**config.mk**
```make
export PLATFORM = sky130hd
export DESIGN_NAME = coord_smoother
export DESIGN_NICKNAME = d
export VERILOG_FILES = /design/src/rtl/img_proc_pkg.sv /design/src/rtl/coord_avg_buf.sv /design/src/rtl/coord_smoother.sv
export SDC_FILE = /design/constraint.sdc
export NUM_CORES = 1
export LEC_CHECK = 0
export BUFFER_PORTS_ARGS = -buffer_cell sky130_fd_sc_hd__buf_4
export CORE_ASPECT_RATIO = 0.7
export CORE_UTILIZATION = 50
export DETAILED_ROUTE_END_ITERATION = 8
export PLACE_DENSITY = 0.75
export SYNTH_ARGS = -nofsm -noshare
export SYNTH_HDL_FRONTEND = slang
export SYNTH_SLANG_ARGS = --single-unit
```
**constraint.sdc**
```tcl
create_clock -name iCLK -period 4.2 [get_ports iCLK]
set_clock_uncertainty 0.2 [all_clocks]
set_input_delay 0.84 -clock iCLK [delete_from_list [all_inputs] [get_ports iCLK]]
set_output_delay 0.84 -clock iCLK [all_outputs]
set_load 0.05 [all_outputs]
```
**src/rtl/img_proc_pkg.sv**
```systemverilog
// Shared types for the image-processing tracking path.
// Coordinate width, tracker states and the row/col bundle.
package img_proc_pkg;

   localparam int COORD_W = 11;

   typedef enum logic [1:0] {
      IDLE,
      TRACK,
      LOST
   } track_state_t;

   typedef struct packed {
      logic [COORD_W-1:0] row;
      logic [COORD_W-1:0] col;
   } coord_t;

endpackage

```
**src/rtl/coord_avg_buf.sv**
```systemverilog
// One-axis boxcar history: circular buffer plus running sum.
// Seed fills every entry; push replaces the oldest entry.
module coord_avg_buf #(
   parameter int COORD_W = 11,
   parameter int DEPTH   = 4
) (
   input  logic               iCLK,
   input  logic               iRST,
   input  logic               seed,
   input  logic               push,
   input  logic [COORD_W-1:0] din,
   output logic [COORD_W-1:0] avg
);
   import img_proc_pkg::*;

   localparam int LOG2  = $clog2(DEPTH);
   localparam int SUM_W = COORD_W + LOG2;

   logic [COORD_W-1:0] hist [DEPTH];
   logic [LOG2-1:0]    wr_ptr;
   logic [SUM_W-1:0]   sum;

   always_ff @(posedge iCLK or negedge iRST) begin
      if (!iRST) begin
         for (int i = 0; i < DEPTH; i++)
            hist[i] <= '0;
         wr_ptr <= '0;
         sum    <= '0;
      end else if (seed) begin
         for (int i = 0; i < DEPTH; i++)
            hist[i] <= din;
         wr_ptr <= '0;
         sum    <= SUM_W'(din) << LOG2;
      end else if (push) begin
         hist[wr_ptr] <= din;
         wr_ptr       <= wr_ptr + LOG2'(1);
         sum          <= sum + SUM_W'(din)
                             - SUM_W'(hist[wr_ptr]);
      end
   end

   assign avg = sum[SUM_W-1:LOG2];

endmodule

```
**src/rtl/coord_smoother.sv**
```systemverilog
// Centroid smoother: boxcar average, outlier rejection,
// lost-target detection and a valid/ready result port.
module coord_smoother #(
   parameter int COORD_W     = img_proc_pkg::COORD_W,
   parameter int DEPTH       = 4,
   parameter int JUMP_THRESH = 64,
   parameter int MAX_REJECTS = 3,
   parameter int LOST_FRAMES = 8
) (
   input  logic               iCLK,
   input  logic               iRST,
   input  logic [COORD_W-1:0] iRow,
   input  logic [COORD_W-1:0] iCol,
   input  logic               iVALID_COORD,
   input  logic               iFRAME_TICK,
   input  logic               iREADY,
   output logic [COORD_W-1:0] oRow,
   output logic [COORD_W-1:0] oCol,
   output logic               oVALID,
   output logic               oTRACKING,
   output logic [7:0]         oREJECTS
);
   import img_proc_pkg::*;

   localparam int LW = $clog2(LOST_FRAMES + 1);
   localparam logic [LW-1:0] LOST_MAX =
      LW'(LOST_FRAMES);
   localparam logic [7:0] REJ_MAX = 8'(MAX_REJECTS);
   localparam logic [COORD_W-1:0] JT =
      COORD_W'(JUMP_THRESH);

   track_state_t state_q, state_d;

   logic               vld_q;
   logic               upd_q;
   logic [LW-1:0]      lost_q, lost_d;
   logic [7:0]         rej_run_q, rej_run_d;
   logic [7:0]         rej_tot_q, rej_tot_d;
   logic               strobe;
   logic               in_gate;
   logic               seed;
   logic               push;
   logic               enter_lost;
   logic [COORD_W-1:0] avg_row, avg_col;
   logic [COORD_W-1:0] d_row, d_col;

   function automatic logic [COORD_W-1:0] absdiff(
      input logic [COORD_W-1:0] a,
      input logic [COORD_W-1:0] b
   );
      return (a >= b) ? (a - b) : (b - a);
   endfunction

   coord_avg_buf #(
      .COORD_W (COORD_W),
      .DEPTH   (DEPTH)
   ) u_row (
      .iCLK (iCLK),
      .iRST (iRST),
      .seed (seed),
      .push (push),
      .din  (iRow),
      .avg  (avg_row)
   );

   coord_avg_buf #(
      .COORD_W (COORD_W),
      .DEPTH   (DEPTH)
   ) u_col (
      .iCLK (iCLK),
      .iRST (iRST),
      .seed (seed),
      .push (push),
      .din  (iCol),
      .avg  (avg_col)
   );

   assign strobe  = iVALID_COORD & ~vld_q;
   assign d_row   = absdiff(iRow, avg_row);
   assign d_col   = absdiff(iCol, avg_col);
   assign in_gate = (d_row <= JT) && (d_col <= JT);

   always_comb begin
      state_d   = state_q;
      lost_d    = lost_q;
      rej_run_d = rej_run_q;
      rej_tot_d = rej_tot_q;
      seed      = 1'b0;
      push      = 1'b0;
      unique case (state_q)
         IDLE: begin
            if (strobe) begin
               seed    = 1'b1;
               state_d = TRACK;
            end
         end
         TRACK: begin
            if (strobe) begin
               if (in_gate)
                  push = 1'b1;
               else if (rej_run_q + 8'd1 >= REJ_MAX)
                  seed = 1'b1;
               else begin
                  rej_run_d = rej_run_q + 8'd1;
                  if (rej_tot_q != 8'hFF)
                     rej_tot_d = rej_tot_q + 8'd1;
               end
            end
            // An accepted sample beats a coincident tick
            if (seed || push)
               lost_d = '0;
            else if (iFRAME_TICK && lost_q != LOST_MAX)
               lost_d = lost_q + LW'(1);
            if (lost_d == LOST_MAX)
               state_d = LOST;
         end
         LOST: begin
            if (strobe) begin
               seed    = 1'b1;
               state_d = TRACK;
            end
         end
         default: state_d = IDLE;
      endcase
      if (seed || push) begin
         rej_run_d = '0;
         lost_d    = '0;
      end
   end

   assign enter_lost = (state_q == TRACK) &&
                       (state_d == LOST);

   always_ff @(posedge iCLK or negedge iRST) begin
      if (!iRST) begin
         state_q   <= IDLE;
         lost_q    <= '0;
         rej_run_q <= '0;
         rej_tot_q <= '0;
         vld_q     <= 1'b0;
         upd_q     <= 1'b0;
      end else begin
         state_q   <= state_d;
         lost_q    <= lost_d;
         rej_run_q <= rej_run_d;
         rej_tot_q <= rej_tot_d;
         vld_q     <= iVALID_COORD;
         upd_q     <= seed | push;
      end
   end

   // Result regs load one cycle after the history update
   always_ff @(posedge iCLK or negedge iRST) begin
      if (!iRST) begin
         oRow      <= '0;
         oCol      <= '0;
         oVALID    <= 1'b0;
         oTRACKING <= 1'b0;
      end else begin
         oTRACKING <= (state_d == TRACK);
         if (enter_lost)
            oVALID <= 1'b0;
         else if (upd_q) begin
            oRow   <= avg_row;
            oCol   <= avg_col;
            oVALID <= 1'b1;
         end else if (oVALID && iREADY)
            oVALID <= 1'b0;
      end
   end

   assign oREJECTS = rej_tot_q;

endmodule

```
==> results.cfg <==
[die]
initial_core_util_pct = 51.2
chipHeight_um = 127
core.rowCount = 45
ios = 59
core_area_mm2 = 0.0218
die_w_um = 181
die-area_mm2 = 0.0229

[worst_setup_path]
crit_family = simple AND/OR/NAND/NOR gates
crit_fanout = 5
cp.arrival_ns = 4.37
cpMostUsedCell = or4_4
critPathMaxStageDelay_ns = 0.50
crit_chain = buf_4 -> inv_2 -> ha_1 -> nand2_2 -> or4_4 -> or4b_4 -> o211ai_2 -> o2111ai_1 -> or4_4 -> a22oi_4 -> buf_6 -> a21oi_4 -> buf_8 -> a211oi_4 -> clkbuf_16 -> mux2_2
path_class = in -> reg
crit_required_ns = 4.33
start_kind = input pin
ff2ff_setup_slack_ns = 0
crit_slowest_cell = or4b_4
endpoint_kind = flop
path_buf_inv = 5

[finish]
fin_area_mm2 = 0.0142
multi_input_area_mm2 = 0.00657
antennaDiodeCount = 0
nets = 1373
regArea_mm2 = 0.00416
area_growth_pct = 27.6
drive_above_1_share_pct = 37.3
fillers = 1576

[sta]
layout_setup_ws_ns = -0.0480
worstMarginPinSlew_ns = 1.05
period_share_pct = 101
drv_slew = 0
min_period_ns = 4.25
clock.fmax_mhz = 235
finalSetupTns_ns = -0.650
setup_viol = 38
rsz0062_at_grt = yes
max-slew-margin-rel_pct = 29.9
finalHoldViolCount = 0

[detailed_routing]
antenna_left = 0
vias_per_cell = 5.81
drt-total-wl_mm = 30.9
drc = 0
wl_per_cell_um = 20.1
vias = 8941
drt_iter0_markers = 742
dr.pass1.iters = 5

[clock_network]
cts_tree = done
cts_inserted_buffers = 17
cts_hold_buf = 0
cts-htree-levels = 4
clock_sinks = 166
cts_buffer_depth = 2
cts_root_buf = clkbuf_16
clkTransAtPathRegs_ns = 0.07
clock_latency_ns = 0.44

[global_routing]
grt_first_pass_wirelength_mm = 47.7
grt_pass1_vias = 9029
antenna_found_initial = 0
overflow = 0
grt_max_degree = 95
grt_use_total_pct = 26.8

[synthesis]
syn_area_mm2 = 0.0112
synth_top_family_by_area = multiplexers
synth-simple-area-share_pct = 9.19
synth_mux_area_share_pct = 17.4
synth.top_cells.by_area = dfrtp_1, ha_1, mux2_2
synth-async-reset-ratio_pct = 100
synth.avg_cell_area_um2 = 10.9
yosys_most_used_dff = dfrtp_1
synth_compound_area_share_pct = 13.6
synth.distinct_cells = 77
synth_xor_area_share_pct = 3.61
synth_cells = 1022
seq_area_frac_synth_pct = 37.2
yosys.area.top_type = dfrtp_1
ys_ff_latch = 166
yosys_warnings = 0
synth_edf_count = 0
syn_nets = 1152
synth_top_area_share_pct = 37.2
synth_fa_ha_area_share_pct = 13.0

[power]
p_leak_nw = 6.82
clkPwrFrac_pct = 13.3
power.internal_mw = 6.89
comb_power_share_pct = 63.1
seqPwrFrac_pct = 23.6
sw_frac_of_total_pct = 42.6
power.switching_mw = 5.12
p_per_area_mw_per_mm2 = 843
ir_drop_mv = 0.566

[outcome]
status = finished, violations left
violations = setup timing

[min_path]
min_path_type = in -> async

[placed_design]
postPlaceCellArea_mm2 = 0.0130
gp_congestion = 0.899
portBuffers = 58
dp_hpwl_mm = 21.3

[flow_run]
cap_violations = 0
## cells in the mapped netlist (all sizes together) (7+ instances only)
library cell  count
or2               9
a21oi            42
mux4             22
o221ai            7
nor3             17
inv             112
nand2            46
nor4              9
ha               81
nor2             47
nor2b            15
xnor2            25
mux2            113
nand4             8
a221o            19
or3               7
clkbuf           27
xor2             21
a21o             11
nand2b            7
buf              17
fa               22
nand3            13
o21ai            42
and2             12
a211oi           16
dfrtp           166
## registers in the layout, indices dropped and copies added, names as in the netlist, 2 cells and up
| name | flops |
|---|---|
| u_col.hist | 44 |
| u_row.hist | 44 |
| u_col.sum | 13 |
| u_row.sum | 13 |
| oCol | 11 |
| oRow | 11 |
| oREJECTS | 8 |
| rej_run_q | 8 |
| lost_q | 4 |
| state_q | 2 |
| u_col.wr_ptr | 2 |
| u_row.wr_ptr | 2 |
## timing repair
action                     CTS  global route
hold endpoints to repair     0             0
pin swaps                    8             6
setup endpoints to repair   98           144
resized for setup           24            53
setup buffers               19             7
cloned                       1             5
## final timing paths
kind / start / to / cells after the start
max reg2reg: u_col.sum[2] / u_col.hist[7] / 16
max in group asynchronous: iRST / u_col.wr_ptr[0] / 2
min in group iCLK: oREJECTS[4] / oREJECTS[4] / 1
min: iRST / oRow[6] / 1
max: iCol[0] / u_col.hist[7] / 16
min reg2reg: oREJECTS[4] / oREJECTS[4] / 1
## cell type report
class                           instances  area share [%]
Inverter                              113            3.12
Sequential cell                       166            29.2
Multi-Input combinational cell        699            46.1
Tap cell                              282            2.48
Clock inverter                         11           0.808
Clock buffer                           21            3.30
Timing Repair Buffer                  246            15.0
## through the flow
step	setup WS [ns]	util [%]	cells	hold WS (ns)	total power, mW
2_1_floorplan	-0.219	-	1022	0.274	7.67
3_3_place_gp	-0.672	59.8	1476	0.277	9.58
3_5_place_dp	-0.780	59.8	1476	0.288	9.83
4_1_cts	-0.0652	64.1	1528	0.302	11.6
5_1_grt	-0.113	65.4	1538	0.319	12.8
6_report	-0.0480	65.4	1538	0.266	12.0
## layout by cell type, fill, tap and decap left out, types with 12 or more instances in the layout
cell,netlist,layout
mux4_2,22,22
mux2_2,83,79
inv_1,112,108
nand3_1,13,13
a221o_1,19,19
buf_6,5,21
xor2_1,21,21
nor2b_1,15,13
xnor2_1,25,25
fa_1,22,22
nor3_1,17,17
ha_1,81,75
clkbuf_16,0,20
nand2_1,46,45
dfrtp_1,166,164
nor2_1,46,46
mux2_4,30,34
buf_4,5,209
buf_12,1,12
o21ai_0,42,38
a21oi_1,41,37
## cell families (layout without fill, tap and decap cells)
| group | after synthesis | after routing |
|---|---|---|
| AND/OR/NAND/NOR | 204 | 204 |
| adder cells (fa/ha/maj) | 103 | 103 |
| flip-flops | 166 | 166 |
| multiplexers | 141 | 141 |
| buffers and inverters | 157 | 391 |
| XOR/XNOR | 46 | 46 |
| AO/OA/AOI/OAI | 205 | 205 |
## worst register-to-register path, cell delays in order, from the launching register on
cell and delay [ns]:
dfrtp_1 0.43, buf_4 0.16, inv_1 0.07, ha_1 0.22, nor2b_1 0.20, xnor2_1 0.12
or4b_4 0.53, o211ai_2 0.15, o2111ai_1 0.12, or4_4 0.49, a22oi_4 0.22, buf_6 0.13
a21oi_4 0.07, buf_8 0.15, a211oi_4 0.28, clkbuf_16 0.22, mux2_2 0.33
## power groups by stage
| stage | sequential, mW | clock, mW | combinational (mW) |
|---|---|---|---|
| 3_5_place_dp | 2.81 | 0 | 7.03 |
| 2_1_floorplan | 3.09 | 0 | 4.58 |
| 6_report | 2.84 | 1.59 | 7.57 |
| 3_3_place_gp | 2.77 | 0 | 6.81 |
| 4_1_cts | 2.80 | 1.59 | 7.24 |
| 5_1_grt | 2.91 | 1.68 | 8.25 |
## routing by layer
layer	track usage, %	vias up	wire length, um
met1	39.1	4455	14600
met4	8.90	0	813
met5	0	-	0
met3	4.68	59	1920
li1	-	4081	-
met2	40.4	346	13500
No activity file was read; power rests on OpenSTA's default activity.
